$ cat src/rtl/sha256_pkg.sv
// Shared SHA-256 constants: expansion-unit mode codes, sequencer states, block geometry.
package sha256_pkg;

  localparam int SHA256_ROUNDS      = 64;
  localparam int SHA256_BLOCK_WORDS = 16;

  // Mode codes decoded by the message-expansion unit
  localparam logic [2:0] ME_HOLD   = 3'b000;
  localparam logic [2:0] ME_WRITE  = 3'b010;
  localparam logic [2:0] ME_EXPAND = 3'b011;

  typedef enum logic [1:0] {
    ST_IDLE,
    ST_LOAD,
    ST_EXPAND,
    ST_DONE
  } sched_state_t;

endpackage

$ cat src/rtl/sha256_round_counter.sv
// 7-bit word/round counter: synchronous clear beats increment, compare against a terminal value.
module sha256_round_counter (
  input  logic       clk,
  input  logic       rst_n,
  input  logic       inc,
  input  logic       clr,
  input  logic [6:0] term,
  output logic [6:0] cnt,
  output logic       at_term
);

  always_ff @(posedge clk or negedge rst_n) begin
    if (!rst_n)
      cnt <= '0;
    else if (clr)
      cnt <= '0;
    else if (inc)
      cnt <= cnt + 7'd1;
  end

  assign at_term = (cnt == term);

endmodule

$ cat src/rtl/sha256_msg_sched_ctrl.sv
// Loads 16 words into the message-expansion unit, then steps it through the rounds while the
// compression core drains W[t] under backpressure; pulses done_out once the block is consumed.
module sha256_msg_sched_ctrl
  import sha256_pkg::*;
#(
  parameter int DATA_WIDTH  = 32,
  parameter int BLOCK_WORDS = SHA256_BLOCK_WORDS,
  parameter int ROUNDS      = SHA256_ROUNDS
) (
  input  logic                  clk,
  input  logic                  rst_n,
  input  logic                  start_in,
  input  logic                  abort_in,
  input  logic                  blk_valid_in,
  input  logic [DATA_WIDTH-1:0] blk_data_in,
  output logic                  blk_ready_out,
  output logic [2:0]            me_fsm_out,
  output logic [6:0]            me_count_out,
  output logic [DATA_WIDTH-1:0] me_data_out,
  input  logic                  w_ready_in,
  output logic                  w_valid_out,
  output logic [5:0]            round_out,
  output logic                  busy_out,
  output logic                  done_out
);

  localparam logic [6:0] BLK_LAST = 7'(BLOCK_WORDS - 1);
  localparam logic [6:0] RND_LAST = 7'(ROUNDS - 1);

  sched_state_t state;
  logic [6:0]   cnt;
  logic [6:0]   term;
  logic         at_term;
  logic         blk_acc;
  logic         w_acc;
  logic         cnt_inc;
  logic         cnt_clr;

  assign blk_acc = (state == ST_LOAD)   && blk_valid_in && !abort_in;
  assign w_acc   = (state == ST_EXPAND) && w_ready_in   && !abort_in;
  assign term    = (state == ST_LOAD) ? BLK_LAST : RND_LAST;
  assign cnt_inc = blk_acc || w_acc;
  // Counter restarts at zero on every phase boundary and whenever no block is in flight
  assign cnt_clr = abort_in || (state == ST_IDLE) || (state == ST_DONE) || (cnt_inc && at_term);

  sha256_round_counter u_cnt (
    .clk     (clk),
    .rst_n   (rst_n),
    .inc     (cnt_inc),
    .clr     (cnt_clr),
    .term    (term),
    .cnt     (cnt),
    .at_term (at_term)
  );

  always_ff @(posedge clk or negedge rst_n) begin
    if (!rst_n) begin
      state <= ST_IDLE;
    end else if (abort_in) begin
      state <= ST_IDLE;
    end else begin
      case (state)
        ST_IDLE:   if (start_in)          state <= ST_LOAD;
        ST_LOAD:   if (blk_acc && at_term) state <= ST_EXPAND;
        ST_EXPAND: if (w_acc && at_term)   state <= ST_DONE;
        default:                           state <= ST_IDLE;
      endcase
    end
  end

  // A stalled EXPAND cycle re-issues the same index; recomputing W[cnt] is idempotent
  always_comb begin
    me_fsm_out = ME_HOLD;
    if (blk_acc)
      me_fsm_out = ME_WRITE;
    else if (state == ST_EXPAND)
      me_fsm_out = ME_EXPAND;
  end

  assign me_count_out  = cnt;
  assign me_data_out   = blk_acc ? blk_data_in : '0;
  assign blk_ready_out = (state == ST_LOAD) && !abort_in;
  assign w_valid_out   = (state == ST_EXPAND) && !abort_in;
  assign round_out     = (state == ST_EXPAND) ? cnt[5:0] : 6'd0;
  assign busy_out      = (state != ST_IDLE);
  assign done_out      = (state == ST_DONE) && !abort_in;

endmodule

$ cat config.mk
export PLATFORM = sky130hd
export DESIGN_NAME = sha256_msg_sched_ctrl
export DESIGN_NICKNAME = d
export VERILOG_FILES = /design/src/rtl/sha256_pkg.sv /design/src/rtl/sha256_round_counter.sv /design/src/rtl/sha256_msg_sched_ctrl.sv
export SDC_FILE = /design/constraint.sdc
export NUM_CORES = 1
export LEC_CHECK = 0
export CAP_MARGIN = 25
export CORE_MARGIN = 5
export CORE_UTILIZATION = 29
export DETAILED_ROUTE_END_ITERATION = 10
export GPL_TIMING_DRIVEN = 1
export PLACE_DENSITY = 0.82
export SETUP_SLACK_MARGIN = 0.1
export SLEW_MARGIN = 20
export SYNTH_ARGS = -nofsm -noshare
export SYNTH_HDL_FRONTEND = slang
export SYNTH_SLANG_ARGS = --single-unit
$ cat constraint.sdc
create_clock -name clk -period 2.5 [get_ports clk]
set_clock_uncertainty 0.1 [all_clocks]
set_input_delay 0.625 -clock clk [delete_from_list [all_inputs] [get_ports clk]]
set_output_delay 0.625 -clock clk [all_outputs]
set_load 0.03 [all_outputs]
### Yosys cells after proc, flatten, opt, wreduce, memory -nomap -nowiden

Index checks and enable logic that the tools add are counted.

* bits in registers: 9
* bits of input ports: 38
* output and inout bits: 52

* $add $sub $neg: 1
* eq/ne operators: 7
* multiplexer cells: 12
* reduce and logical (&&, ||, !) cells: 19

Operator list (number)
* $mux 32: 1
* $mux 7: 2
* $mux 2: 6
* $mux 6: 2
* $logic_and 1x1->1: 10
* $add 7x1->7 const B: 1
* $eq 7x6->1: 1
* $ne 3x3->1 const B: 2
* $pmux 2 s3: 1
* $eq 2x2->1 const B: 2
* $logic_or 1x1->1: 4
* $reduce_bool 2->1: 2
* $ne 3x2->1 const B: 1
* $reduce_and 3->1: 1
* $eq 2x1->1 const B: 1
* $logic_not 2->1: 1
* $logic_not 1->1: 1

### Longest topological paths before layout

Gate-level depths: netlist of the first run.

* depth after elaboration: 7
* gate-level depth with buffers: 7
* gate-level depth less buffers: 6

### Hierarchy

A second synthesis of the first run with hierarchy kept.

* cell total of the unflattened synthesis: 120
* area total of the unflattened synthesis: 950.9 sq um

By module, submodules not included
* sha256_msg_sched_ctrl: times used 1, cells an instance 80, area an instance 555.5 sq um, seq. area each 50.0 sq um
* sha256_round_counter: times used 1, cells an instance 40, area an instance 395.4 sq um, seq. area each 175.2 sq um

### Worst setup path before layout of the first run

No wires, ideal clock.

* path kind: input to output
* from: in abort_in
* to: out me_data_out[22]
* arrival time: 1.744 ns
* required time: 1.775 ns
* slack: 0.031 ns
* stages on the path: 3
* path through: and2b_1 -> clkbuf_1 -> and3_1

* word-level cells in the longest chain between the ends: 3

Ends and longest elaborated chain
* from (decl): line sha256_msg_sched_ctrl.sv:13 `input logic abort_in,`
* $logic_not 1->1: line sha256_msg_sched_ctrl.sv:39 `assign blk_acc = (state == ST_LOAD) && blk_valid_in && !abort_in;`
* $logic_and 1x1->1: line sha256_msg_sched_ctrl.sv:39
* $mux 32: line sha256_msg_sched_ctrl.sv:81 `assign me_data_out = blk_acc ? blk_data_in : '0;`
* to (decl): line sha256_msg_sched_ctrl.sv:19 `output logic [DATA_WIDTH-1:0] me_data_out,`

No other way between the ends.

### Worst setup path in the final report of the first run

* from: reg state[0]
* to: out round_out[0]

* word-level cells in the longest chain between the ends: 2

Ends and longest elaborated chain
* from (decl): line sha256_msg_sched_ctrl.sv:30 `sched_state_t state;`
* from (signal assigned): line sha256_msg_sched_ctrl.sv:58 `state <= ST_IDLE;`
* from (signal assigned): line sha256_msg_sched_ctrl.sv:60 `state <= ST_IDLE;`
* from (signal assigned): line sha256_msg_sched_ctrl.sv:63 `ST_IDLE: if (start_in) state <= ST_LOAD;`
* $eq 2x2->1: line sha256_msg_sched_ctrl.sv:84 `assign round_out = (state == ST_EXPAND) ? cnt[5:0] : 6'd0;`
* $mux 6: line sha256_msg_sched_ctrl.sv:84
* to (decl): line sha256_msg_sched_ctrl.sv:22 `output logic [5:0] round_out,`

No other way between the ends.

==> impl_metrics.env, run 1 <==
export IMPL_hold_ws_ns=0.508
export IMPL_diodes=0
export IMPL_power_density_mw_per_mm2=482
export IMPL_routed_wl_um=3640
export IMPL_place_area_mm2=0.00179
export IMPL_clock_sinks=9
export IMPL_synthCells=111
export IMPL_first_global_vias=1190
export IMPL_first_pass_iters=4
export IMPL_vias=1188
export IMPL_worstSkewPairLatency_ns=0.25
export IMPL_report_final_hold_viol_count=0
export IMPL_drt_initial_drc_count=47
export IMPL_critPathLaunchType="register"
export IMPL_min_period_ns=2.35
export IMPL_setup_tns_ns=0
export IMPL_finalNetCount=248
export IMPL_cp_required_ns=1.77
export IMPL_status="finished, final reports clean"
export IMPL_pre_cts_slack_ns=-0.0762
export IMPL_die_area_mm2=0.00435
export IMPL_synthMuxAreaShare_pct=2.20
export IMPL_yosysTopAreaCellShare_pct=24.8
export IMPL_clkSlewWorstSetupHoldPaths_ns=0.06
export IMPL_fp_coreArea_mm2=0.00303
export IMPL_grt_ovfl_total=0
export IMPL_final_util_pct=61.3
export IMPL_hp_class="register to register"
export IMPL_synth_xor_area_share_pct=4.82
export IMPL_fin_crit_sh_pct=94.1
export IMPL_synth_compound_area_share_pct=12.0
export IMPL_yosysSeqAreaShare_pct=24.8
export IMPL_wl_per_cell_um=14.8
export IMPL_layout_drive_gt1_share_pct=27.6
export IMPL_synthSimpleGateAreaFrac_pct=42.4
export IMPL_grt_pass1_wl_um=5420
export IMPL_pin_count=90
export IMPL_synth_seq_cells=9
export IMPL_numCtsBuffers=3
export IMPL_drc=0
export IMPL_vias_per_cell=4.81
export IMPL_vdd_drop_max_mv=0.265
export IMPL_die_w_um=66.0
export IMPL_worstSetupPathType="register to output pin"
export IMPL_rsz0062_at_grt="yes"
export IMPL_io_buffer_count=88
export IMPL_synthesis_area_um2=908
export IMPL_synth_top_area_cell="dfrtp_1"
export IMPL_hpwl_um=2940
export IMPL_synth_top_family_by_area="simple AND/OR/NAND/NOR gates"
export IMPL_setup_viol=0
export IMPL_max_cap_viol_count=0
export IMPL_gp_congestion=0.775
export IMPL_path_cells="inv_1, ha_2, and2_1, dlygate4sd2_1"
export IMPL_nFillCells=258
export IMPL_power_leakage_nw=1.03
export IMPL_area_growth_pct=104
export IMPL_ant_nets=0
export IMPL_drv_slew=0
export IMPL_netlist_top_cells_area="dfrtp_1, and3_1, ha_1, and2_1, xor2_1"
export IMPL_synth_warnings=0
export IMPL_crit_slowest_cell="dfrtp_1"
export IMPL_end_kind="output pin"
export IMPL_max_freq_mhz=425
export IMPL_design_area_mm2=0.00186
export IMPL_syn_area_per_cell_um2=8.18
export IMPL_gr_usage_all_layers_pct=15.6
export IMPL_grt_max_degree=35
export IMPL_synthAdderAreaFrac_pct=8.26
export IMPL_postLayoutSetupSlackWorst_ns=0.147
export IMPL_die_h_um=66.0
export IMPL_cp_data_arrival_time_ns=1.63
export IMPL_netlist_cell_type_count=35
export IMPL_cp_max_fo=8
export IMPL_h_tree_depth=1
export IMPL_start_util_pct=30.0
export IMPL_cts_tree="built"
export IMPL_clockBufferDepth=2
export IMPL_root_buffer="clkbuf_4"
export IMPL_synth_fp_nets=155
export IMPL_antenna_found_initial=0
export IMPL_ctsHoldBuffers=0
export IMPL_max_stage_delay_ns=0.43
export IMPL_num_rows=20
## cells by family (layout without fill, tap and decap cells)
group | Yosys count | count (layout)
XOR/XNOR | 5 | 5
buffers and inverters | 11 | 103
AND/OR/NAND/NOR | 64 | 64
flip-flops | 9 | 9
other | 1 | 1
AO/OA/AOI/OAI | 13 | 13
multiplexers | 2 | 2
adder cells (fa/ha/maj) | 6 | 6
## critical path: cells and delay by family, from the launching register on
family | cells | cell delay, ns
buffers and inverters | 2 | 0.53
flip-flops | 1 | 0.43
adder cells (fa/ha/maj) | 1 | 0.27
AND/OR/NAND/NOR | 1 | 0.14
## path summary, 6_finish.rpt
check,startpoint,depth (start not counted),slack (ns),to
worst max register to register,state[0],8,0.46,u_cnt.cnt[6]
worst min register to register,state[1],2,0.51,state[1]
worst min-delay path,state[1],2,0.51,state[1]
min in group asynchronous,rst_n,1,0.57,state[1]
max in group asynchronous,rst_n,1,1.44,u_cnt.cnt[1]
worst max-delay path,state[0],4,0.15,round_out[0]
## final cells by class
class	instances	area, µm²	area share [%]
Tap cell	44	55.1	2.97
Sequential cell	9	225	12.1
Timing Repair Buffer	96	885	47.7
Multi-Input combinational cell	91	653	35.2
Inverter	3	11.3	0.607
Clock buffer	4	26.3	1.42
## flip-flops by register name, indices dropped and copies added, names as in the netlist
name,cells
state,2
u_cnt.cnt,7
## through the flow
stage	power (mW)	cells
after floorplan	0.518	111
after global placement	0.749	241
after detailed placement	0.765	241
after CTS	0.891	247
after global routing	0.950	247
final	0.894	247
## layout by cell type (no fill, tap or decap), drive strengths merged, types with 2 or more instances in the layout
master	n
buf	43
clkdlybuf4s50	42
and3	33
dfrtp	9
nor2	7
and2	7
clkbuf	7
dlygate4sd2	6
ha	6
xor2	4
and2b	4
inv	3
o21ai	3
o2111ai	3
nand2b	2
nand2	2
nand3	2
nor3	2
mux2i	2
## cells in the mapped netlist
cell type  number
a22o_1          1
and2_1          6
o2111ai_1       2
dfrtp_1         9
xnor2_1         1
or3_1           1
conb_1          1
and2_0          1
inv_1           3
and3_1         33
mux2i_1         2
o21ai_1         2
nand3_1         2
o2111ai_2       1
and3b_1         1
and2b_1         4
o21a_1          1
a221oi_2        1
buf_2           1
o21ai_0         1
nand2_1         2
nor2_1          7
or2_1           1
nor3b_1         1
o21ba_1         1
buf_4           1
a21oi_1         1
nand2b_1        2
o211ai_1        1
xor2_1          4
and4b_1         1
nor3_1          2
o21bai_1        1
clkbuf_1        6
ha_1            6
## power by group
part / switching [mW] / internal, mW / leakage (nW)
clock network: 0.0474 / 0.0613 / 0.0150
logic: 0.334 / 0.274 / 0.890
registers: 0.0173 / 0.160 / 0.124
total: 0.399 / 0.495 / 1.03
## timing repair
item                       in CTS  in global routing
setup buffers                   1                  0
gates resized for setup        12                 10
setup endpoints to repair      40                 37
gates cloned                    1                  0
## metal layers
metal | vias to the layer above | share of wire, % | GRT usage [%]
met5 | - | 0 | 0
met4 | 0 | 0.85 | 5.33
met3 | 4 | 12 | 4.59
met2 | 58 | 51 | 29.2
met1 | 548 | 37 | 16.5
li1 | 578 | - | -
Power figures use the tool's default switching activity.
==> run 2, diff against run 1 <==
--- a/config.mk
+++ b/config.mk
@@ -6,6 +6,7 @@
 export NUM_CORES = 1
 export LEC_CHECK = 0
 export CAP_MARGIN = 25
+export CORE_ASPECT_RATIO = 2
 export CORE_MARGIN = 5
 export CORE_UTILIZATION = 29
 export DETAILED_ROUTE_END_ITERATION = 10
==> run 2 against run 1 <==
Via count rose by 5.5%. Critical path type unchanged. Flip-flop and latch count is the same. Largest cell class unchanged. Largest power group unchanged. Highest routed layer unchanged. Register-to-register slack got worse by 0.09 ns.
==> impl_metrics.env, run 2 (synthesized netlist as in run 1, its figures left out) <==
export IMPL_status="finished, final reports clean"
export IMPL_p_sw_uw=442
export IMPL_numCtsBuffers=3
export IMPL_diodes=0
export IMPL_vias=1253
export IMPL_root_buffer="clkbuf_8"
export IMPL_cp_required_ns=1.77
export IMPL_min_period_ns=2.42
export IMPL_power_density_mw_per_mm2=531
export IMPL_grt_pass1_wl_um=6420
export IMPL_max_freq_mhz=414
export IMPL_hpwl_um=3280
export IMPL_hp_class="register to register"
export IMPL_place_area_mm2=0.00180
export IMPL_routed_wl_um=4370
export IMPL_vdd_drop_max_mv=0.460
export IMPL_clkSlewWorstSetupHoldPaths_ns=0.04
export IMPL_grt_ovfl_total=0
export IMPL_mostFrequentLayoutCells="clkdlybuf4s50_1, and3_1, buf_6, buf_4, and3_4"
export IMPL_drv_slew=0
export IMPL_layout_drive_gt1_share_pct=35.7
export IMPL_dpl_cell_count=229
export IMPL_antenna_found_initial=0
export IMPL_cts_tree="built"
export IMPL_largest_reg_flops=7
export IMPL_worstSkewPairLatency_ns=0.23
export IMPL_grt_max_degree=18
export IMPL_num_rows=28
export IMPL_report_final_hold_viol_count=0
export IMPL_design_area_mm2=0.00206
export IMPL_clockBufferDepth=2
export IMPL_ctsHoldBuffers=0
export IMPL_finalPower_mw=1.09
export IMPL_internal_power_uw=651
export IMPL_pwr_share_seq_pct=16.2
export IMPL_cp_max_fo=10
export IMPL_nFillCells=226
export IMPL_first_global_vias=1335
export IMPL_max_cap_viol_count=0
export IMPL_worstSetupPathType="register to output pin"
export IMPL_top_register="u_cnt.cnt"
export IMPL_gr_usage_all_layers_pct=18.4
export IMPL_drt_initial_drc_count=20
export IMPL_gr_usage_met1_pct=19.6
export IMPL_hold_ws_ns=0.511
export IMPL_h_tree_depth=1
export IMPL_rsz0062_at_grt="yes"
export IMPL_crit_slowest_cell="dfrtp_1"
export IMPL_final_common_cell="clkdlybuf4s50_1"
export IMPL_top_regs="u_cnt.cnt (7), state (2)"
export IMPL_area_growth_pct=126
export IMPL_drc=0
export IMPL_top_usage_layer="met2"
export IMPL_combPwrFrac_pct=68.3
export IMPL_layout_cells_non_filler=237
export IMPL_clock_sinks=9
export IMPL_fp_coreArea_mm2=0.00298
export IMPL_postLayoutSetupSlackWorst_ns=0.0841
export IMPL_cp_num_buf_inv=2
export IMPL_vias_per_cell=5.29
export IMPL_die_h_um=89.2
export IMPL_setup_viol=0
export IMPL_pre_cts_slack_ns=-0.103
export IMPL_wl_per_cell_um=18.4
export IMPL_fin_crit_sh_pct=96.6
export IMPL_switching_share_pct=40.4
export IMPL_critPathLaunchType="register"
export IMPL_die_area_mm2=0.00442
export IMPL_end_kind="output pin"
export IMPL_crit_family="simple AND/OR/NAND/NOR gates"
export IMPL_cp_data_arrival_time_ns=1.69
export IMPL_die_w_um=49.6
export IMPL_groute_layer_met2_usage_pct=34.8
export IMPL_finalNetCount=252
export IMPL_first_pass_iters=4
export IMPL_start_util_pct=30.5
export IMPL_gp_congestion=0.795
export IMPL_pin_count=90
export IMPL_clockPowerShare_pct=15.4
export IMPL_power_leakage_nw=1.04
export IMPL_ant_nets=0
export IMPL_io_buffer_count=88
export IMPL_grtUsageMet3_pct=4.51
export IMPL_path_cells="ha_4, and2b_2, bufbuf_16, and3_1, buf_6"
export IMPL_max_stage_delay_ns=0.42
[run 2: cell count changes in the layout (fill, tap and decap cells not counted), sizes merged, moves of 2 or more]
| cell | previous run | this run |
|---|---|---|
| dlygate4sd2 | 6 | 2 |
| clkdlybuf4s15 | 0 | 2 |
| buf | 43 | 46 |
| clkbuf | 7 | 9 |
[run 2: timing repair]
item / in CTS / in global routing
gates resized for setup: 35 / 27
setup endpoints to repair: 41 / 34
buffers inserted: 2 / 0
cloned: 2 / 0
pin swaps: 0 / 2
[run 2: worst paths after layout]
path | start | end | slack (ns) | cells after the start
max | state[0] | me_data_out[15] | 0.08 | 5
min | state[1] | state[1] | 0.51 | 2
max in group asynchronous | rst_n | state[0] | 1.44 | 1
min in group asynchronous | rst_n | u_cnt.cnt[2] | 0.58 | 1
max reg2reg | state[0] | u_cnt.cnt[6] | 0.37 | 7
min reg2reg | state[1] | state[1] | 0.51 | 2
[run 2: worst register-to-register path, stage by stage (launching register included)]
cell	delay [ns]
dfrtp_1	0.42
inv_1	0.14
ha_2	0.28
buf_4	0.14
a22o_1	0.24
nand2b_1	0.11
o21bai_1	0.37
o21ba_1	0.21
[run 2: layout make-up]
| type | count | area [µm²] | area share [%] |
|---|---|---|---|
| clock buffer | 4 | 45.0 | 2.19 |
| sequential | 9 | 225 | 10.9 |
| timing repair buffer | 100 | 1030 | 49.9 |
| multi-input combinational | 91 | 711 | 34.5 |
| inverter | 3 | 11.3 | 0.547 |
| tap | 30 | 37.5 | 1.82 |
[run 2: stage by stage]
stage,util (%),setup TNS [ns]
after detailed placement,60.4,-2.61
after global routing,69.1,0
after CTS,67.3,0
after floorplan,-,0
after global placement,60.4,-1.97
final,69.1,0
[run 2: per-layer routing]
layer	vias to the layer above	wire length [µm]
met5	-	0
met4	0	91
met3	7	454
met2	85	2240
met1	571	1580
li1	590	-
[run 2: power groups by stage]
stage	registers (mW)	clock network [mW]	logic [mW]
4_1_cts	0.174	0.172	0.714
6_report	0.177	0.169	0.747
3_5_place_dp	0.178	0	0.618
3_3_place_gp	0.176	0	0.600
2_1_floorplan	0.178	0	0.340
5_1_grt	0.178	0.182	0.794
==> RTL change 1: new RTL, settings of run 1 <==
The 4 states of `sched_state_t` get a one-hot encoding in 4 bits.
--- a/src/rtl/sha256_pkg.sv
+++ b/src/rtl/sha256_pkg.sv
@@ -11,7 +11,7 @@
 
-  typedef enum logic [1:0] {
-    ST_IDLE,
-    ST_LOAD,
-    ST_EXPAND,
-    ST_DONE
+  typedef enum logic [3:0] {
+    ST_IDLE   = 4'b0001,
+    ST_LOAD   = 4'b0010,
+    ST_EXPAND = 4'b0100,
+    ST_DONE   = 4'b1000
   } sched_state_t;
Function: same outputs for any inputs over 10 cycles, from zero or initial values and one cycle with rst_n low; not proved beyond that.
==> RTL change 1 against run 1 <==
  * The run now ends with negative setup slack left
  * Design area rose by 28%
  * Wire length is 19% higher
  * First-iteration DRC count rose by 8.5%
  * Sequential cell count increased by 2
  * Worst setup slack worse by 0.33 ns
  * Area after synthesis up 7.9%
  * Largest cell class unchanged
  * Highest routed layer unchanged
Power is not compared: it rests on default switching activity, and its combinational part moved more than twofold at a synthesized area within 25%.
==> RTL change 1: results (changes against run 1) <==
[yosys]
ys_seq_area_share_pct = 28.22  ; +3.4 points
ys_top_cells_by_area = dfrtp_1 (26%), and2_1 (24%), xnor2_1 (5.4%)
synth_cells = 115  ; +3.6%
yosysUniqueCellTypes = 37  ; +5.7%
synth_nets = 154  ; -0.65%

[routing]
via_per_inst = 4.582  ; -4.7%
post_drt_wl_per_cell_um = 15.82  ; +7.2%
drt_iter0_drc = 51  ; +8.5%
finalWirelength_um = 4319  ; +19%

[global_route]
grt_pass1_vias = 1281  ; +7.6%
grt_usage_pct = 18.68  ; +3.1 points

[finish]
top_regs = u_cnt.cnt (7), state (4)
drive_above_1_share_pct = 53.74  ; +26 points
synthToLayoutAreaGrowth_pct = 143.2

[sta]
setup_viol = 33  ; +33
fin_tns_setup_ns = -5.266  ; -5.266 ns
layout_setup_ws_ns = -0.1790  ; -0.3257 ns

[worst_setup_path]
cp.arrival_ns = 1.95  ; +0.32 ns
crit_path_max_fanout = 9  ; +1
critPathMaxStageDelay_ns = 0.39  ; -0.04 ns
reg2reg_from = state[2]
r2r-end = state[2]

[outcome]
status = finished, violations left
violations = negative setup slack

[clock_network]
worstSkewPairLatency_ns = 0.28  ; +0.03 ns
clk_pin_slew_ns = 0.08  ; +0.02 ns

[min_path]
worstHoldStart = u_cnt.cnt[6]

[placement]
hpwl_um = 2822  ; -4.1%

-- RTL change 1: layout make-up --
| type | instances | area share [%] |
|---|---|---|
| Sequential cell | 11 | 11.61 |
| Multi-Input combinational cell | 98 | 32.09 |
| Clock buffer | 3 | 0.9454 |
| Tap cell | 46 | 2.416 |
| Clock inverter | 1 | 0.2101 |
| Timing Repair Buffer | 114 | 52.73 |
-- RTL change 1: how the worst max path moves through the flow --
stage	end	from	slack [ns]
floorplan	w_valid_out	state[0]	0.08
global placement	me_data_out[14]	abort_in	-0.26
detailed placement	me_data_out[8]	abort_in	-0.26
CTS	me_data_out[30]	state[2]	-0.15
global route	me_data_out[25]	state[3]	-0.24
finish	me_data_out[30]	state[2]	-0.18
-- RTL change 1: timing repair --
item                                    CTS  global route
pin swaps                                16             8
resized for setup                        76             8
endpoints found under the setup margin   38            42
cloned                                    4             0
buffers inserted                          9             1
-- RTL change 1: cell families after synthesis --
logic type	after synthesis	share of synthesized area, %
flip-flops	11	28.23
adder cells (fa/ha/maj)	1	1.277
multiplexers	2	2.171
AO/OA/AOI/OAI	15	13.79
other	1	0.3828
buffers and inverters	6	3.576
AND/OR/NAND/NOR	72	44.32
XOR/XNOR	7	6.258
-- RTL change 1: power breakdown --
group	switching, W	internal [W]	total (W)
combinational	0.0000536	0.0000857	0.000139
clock	0.0000685	0.0000595	0.000128
sequential	0.00000126	0.000181	0.000182
-- RTL change 1: tightest hold or removal path, delay by kind of cell (launching register included) --
family | cells | cell delay [ns]
XOR/XNOR | 1 | 0.13
flip-flops | 1 | 0.39
AND/OR/NAND/NOR | 1 | 0.04
-- RTL change 1: stage by stage --
step | setup slack (ns) | power, W | hold slack, ns
global placement | -0.2617 | 0.0003086 | 0.4702
CTS | -0.1483 | 0.0004527 | 0.4895
finish | -0.1790 | 0.0004495 | 0.4829
detailed placement | -0.2643 | 0.0003097 | 0.4629
global route | -0.2376 | 0.0004696 | 0.4983
floorplan | 0.08372 | 0.0002288 | 0.2294
-- RTL change 1: routing by layer --
metal	wire length (um)	GRT usage (%)	up-vias
li1	-	-	610
met3	224	4.433	7
met4	57	4.715	0
met1	1691	23.05	597
met2	2345	32.37	37
met5	0	0	-
==> RTL change 2: new RTL, flow settings as in run 1 <==
Made on the original files. The parameter `DATA_WIDTH` goes from 32 to 64.
--- a/src/rtl/sha256_msg_sched_ctrl.sv
+++ b/src/rtl/sha256_msg_sched_ctrl.sv
@@ -5,3 +5,3 @@
 #(
-  parameter int DATA_WIDTH  = 32,
+  parameter int DATA_WIDTH  = 64,
   parameter int BLOCK_WORDS = SHA256_BLOCK_WORDS,
Interface: changed (resized blk_data_in and me_data_out); port bits go from 90 to 154. No check against the original RTL was run, so the function may have changed too.
==> RTL change 2 against run 1 <==
  * Wire length is 76% higher
  * Critical endpoint is now me_data_out[21]
  * Non-clock buffer count is 69 higher
  * First-iteration DRC count is 96% higher
  * Fmax is 2.9% lower
  * Total power is 42% higher
  * Sequential cell count stayed put
  * Critical path type is now primary input to output port
  * Global-route usage is 6.0 points higher
  * Area after synthesis is 25% higher
  * Design area is 48% higher
  * Worst setup slack worse by 0.071 ns
  * Utilization is 12 points higher
  * Worst hold slack worse by 0.0090 ns
==> RTL change 2: results (changes against run 1) <==
[routing]
drt_iter0_drc = 92  ; +96%
finalWirelength_um = 6418  ; +76%
wl_met3_um = 519  ; +21%
met2_length_um = 3260  ; +77%
via_per_inst = 4.793  ; -0.36%

[finish]
utilization_pct = 73.46  ; +12 points
nets = 381  ; +54%
bufAreaShareNonClock_pct = 56.78  ; +9.1 points
drive_above_1_share_pct = 30.92  ; +3.3 points
clkCellAreaFrac_pct = 1.638  ; +0.22 points
final_cells = 352  ; +43%
fill_cells = 298  ; +16%
n_all_buffers = 165  ; +72%

[yosys]
synth_commonest_cells = and3_1 (65), clkbuf_1 (13), dfrtp_1 (9)
synth_nets = 227  ; +46%
ys_top_cells_by_area = and3_1 (36%), dfrtp_1 (20%), ha_1 (6.6%)
ys_seq_area_share_pct = 19.76  ; -5.0 points

[die]
core.rowCount = 22  ; +10%

[outcome]
status = finished clean

[pwr]
p_leak_nw = 1.559  ; +52%
peakVddDrop_mv = 0.4943  ; +86%
seq_power_share_pct = 14.0  ; -5.8 points

[worst_setup_path]
critPathMaxStageDelay_ns = 0.31  ; -0.12 ns
crit_path_max_fanout = 31  ; +23

[global_route]
met2_usage_pct = 38.58  ; +9.4 points
grt_max_degree = 55  ; +57%
grt_pass1_wl_um = 8990  ; +66%
grt_pass1_vias = 1581  ; +33%
grt.met3_usage_pct = 4.408  ; -0.18 points

[placement]
post-place-ws_ns = -0.1802  ; -0.1040 ns
dpl_cell_area_sq_mm = 0.002595  ; +45%
dpl.cell_count = 344  ; +43%

[clock_network]
worstSkewPairLatency_ns = 0.23  ; -0.02 ns
cts-root-buf = clkbuf_8

==> RTL change 2: worst paths after layout <==
path / endpoint / cells after the start / slack, ns / from
max: me_data_out[21] / 5 / 0.08 / abort_in
min: state[1] / 2 / 0.50 / state[1]
max reg2reg: u_cnt.cnt[5] / 8 / 0.39 / state[0]
min reg2reg: state[1] / 2 / 0.50 / state[1]
max in group asynchronous: u_cnt.cnt[5] / 1 / 1.41 / rst_n
min in group asynchronous: state[0] / 1 / 0.59 / rst_n
==> RTL change 2: repair_timing <==
item	in CTS	in global routing
buffers inserted	2	1
resized for setup	11	16
cloned	0	1
setup endpoints to repair	70	66
==> RTL change 2: logic make-up (layout without fill, tap and decap cells) <==
group	Yosys count	count (layout)	share of synthesized area [%]
compound gates	13	13	9.550
flops	9	9	19.76
buf+inv	19	172	6.805
mux	2	2	1.756
simple gates	96	96	51.37
other cells	1	1	0.3290
xor+xnor	5	5	3.842
fa+ha+maj	6	6	6.586
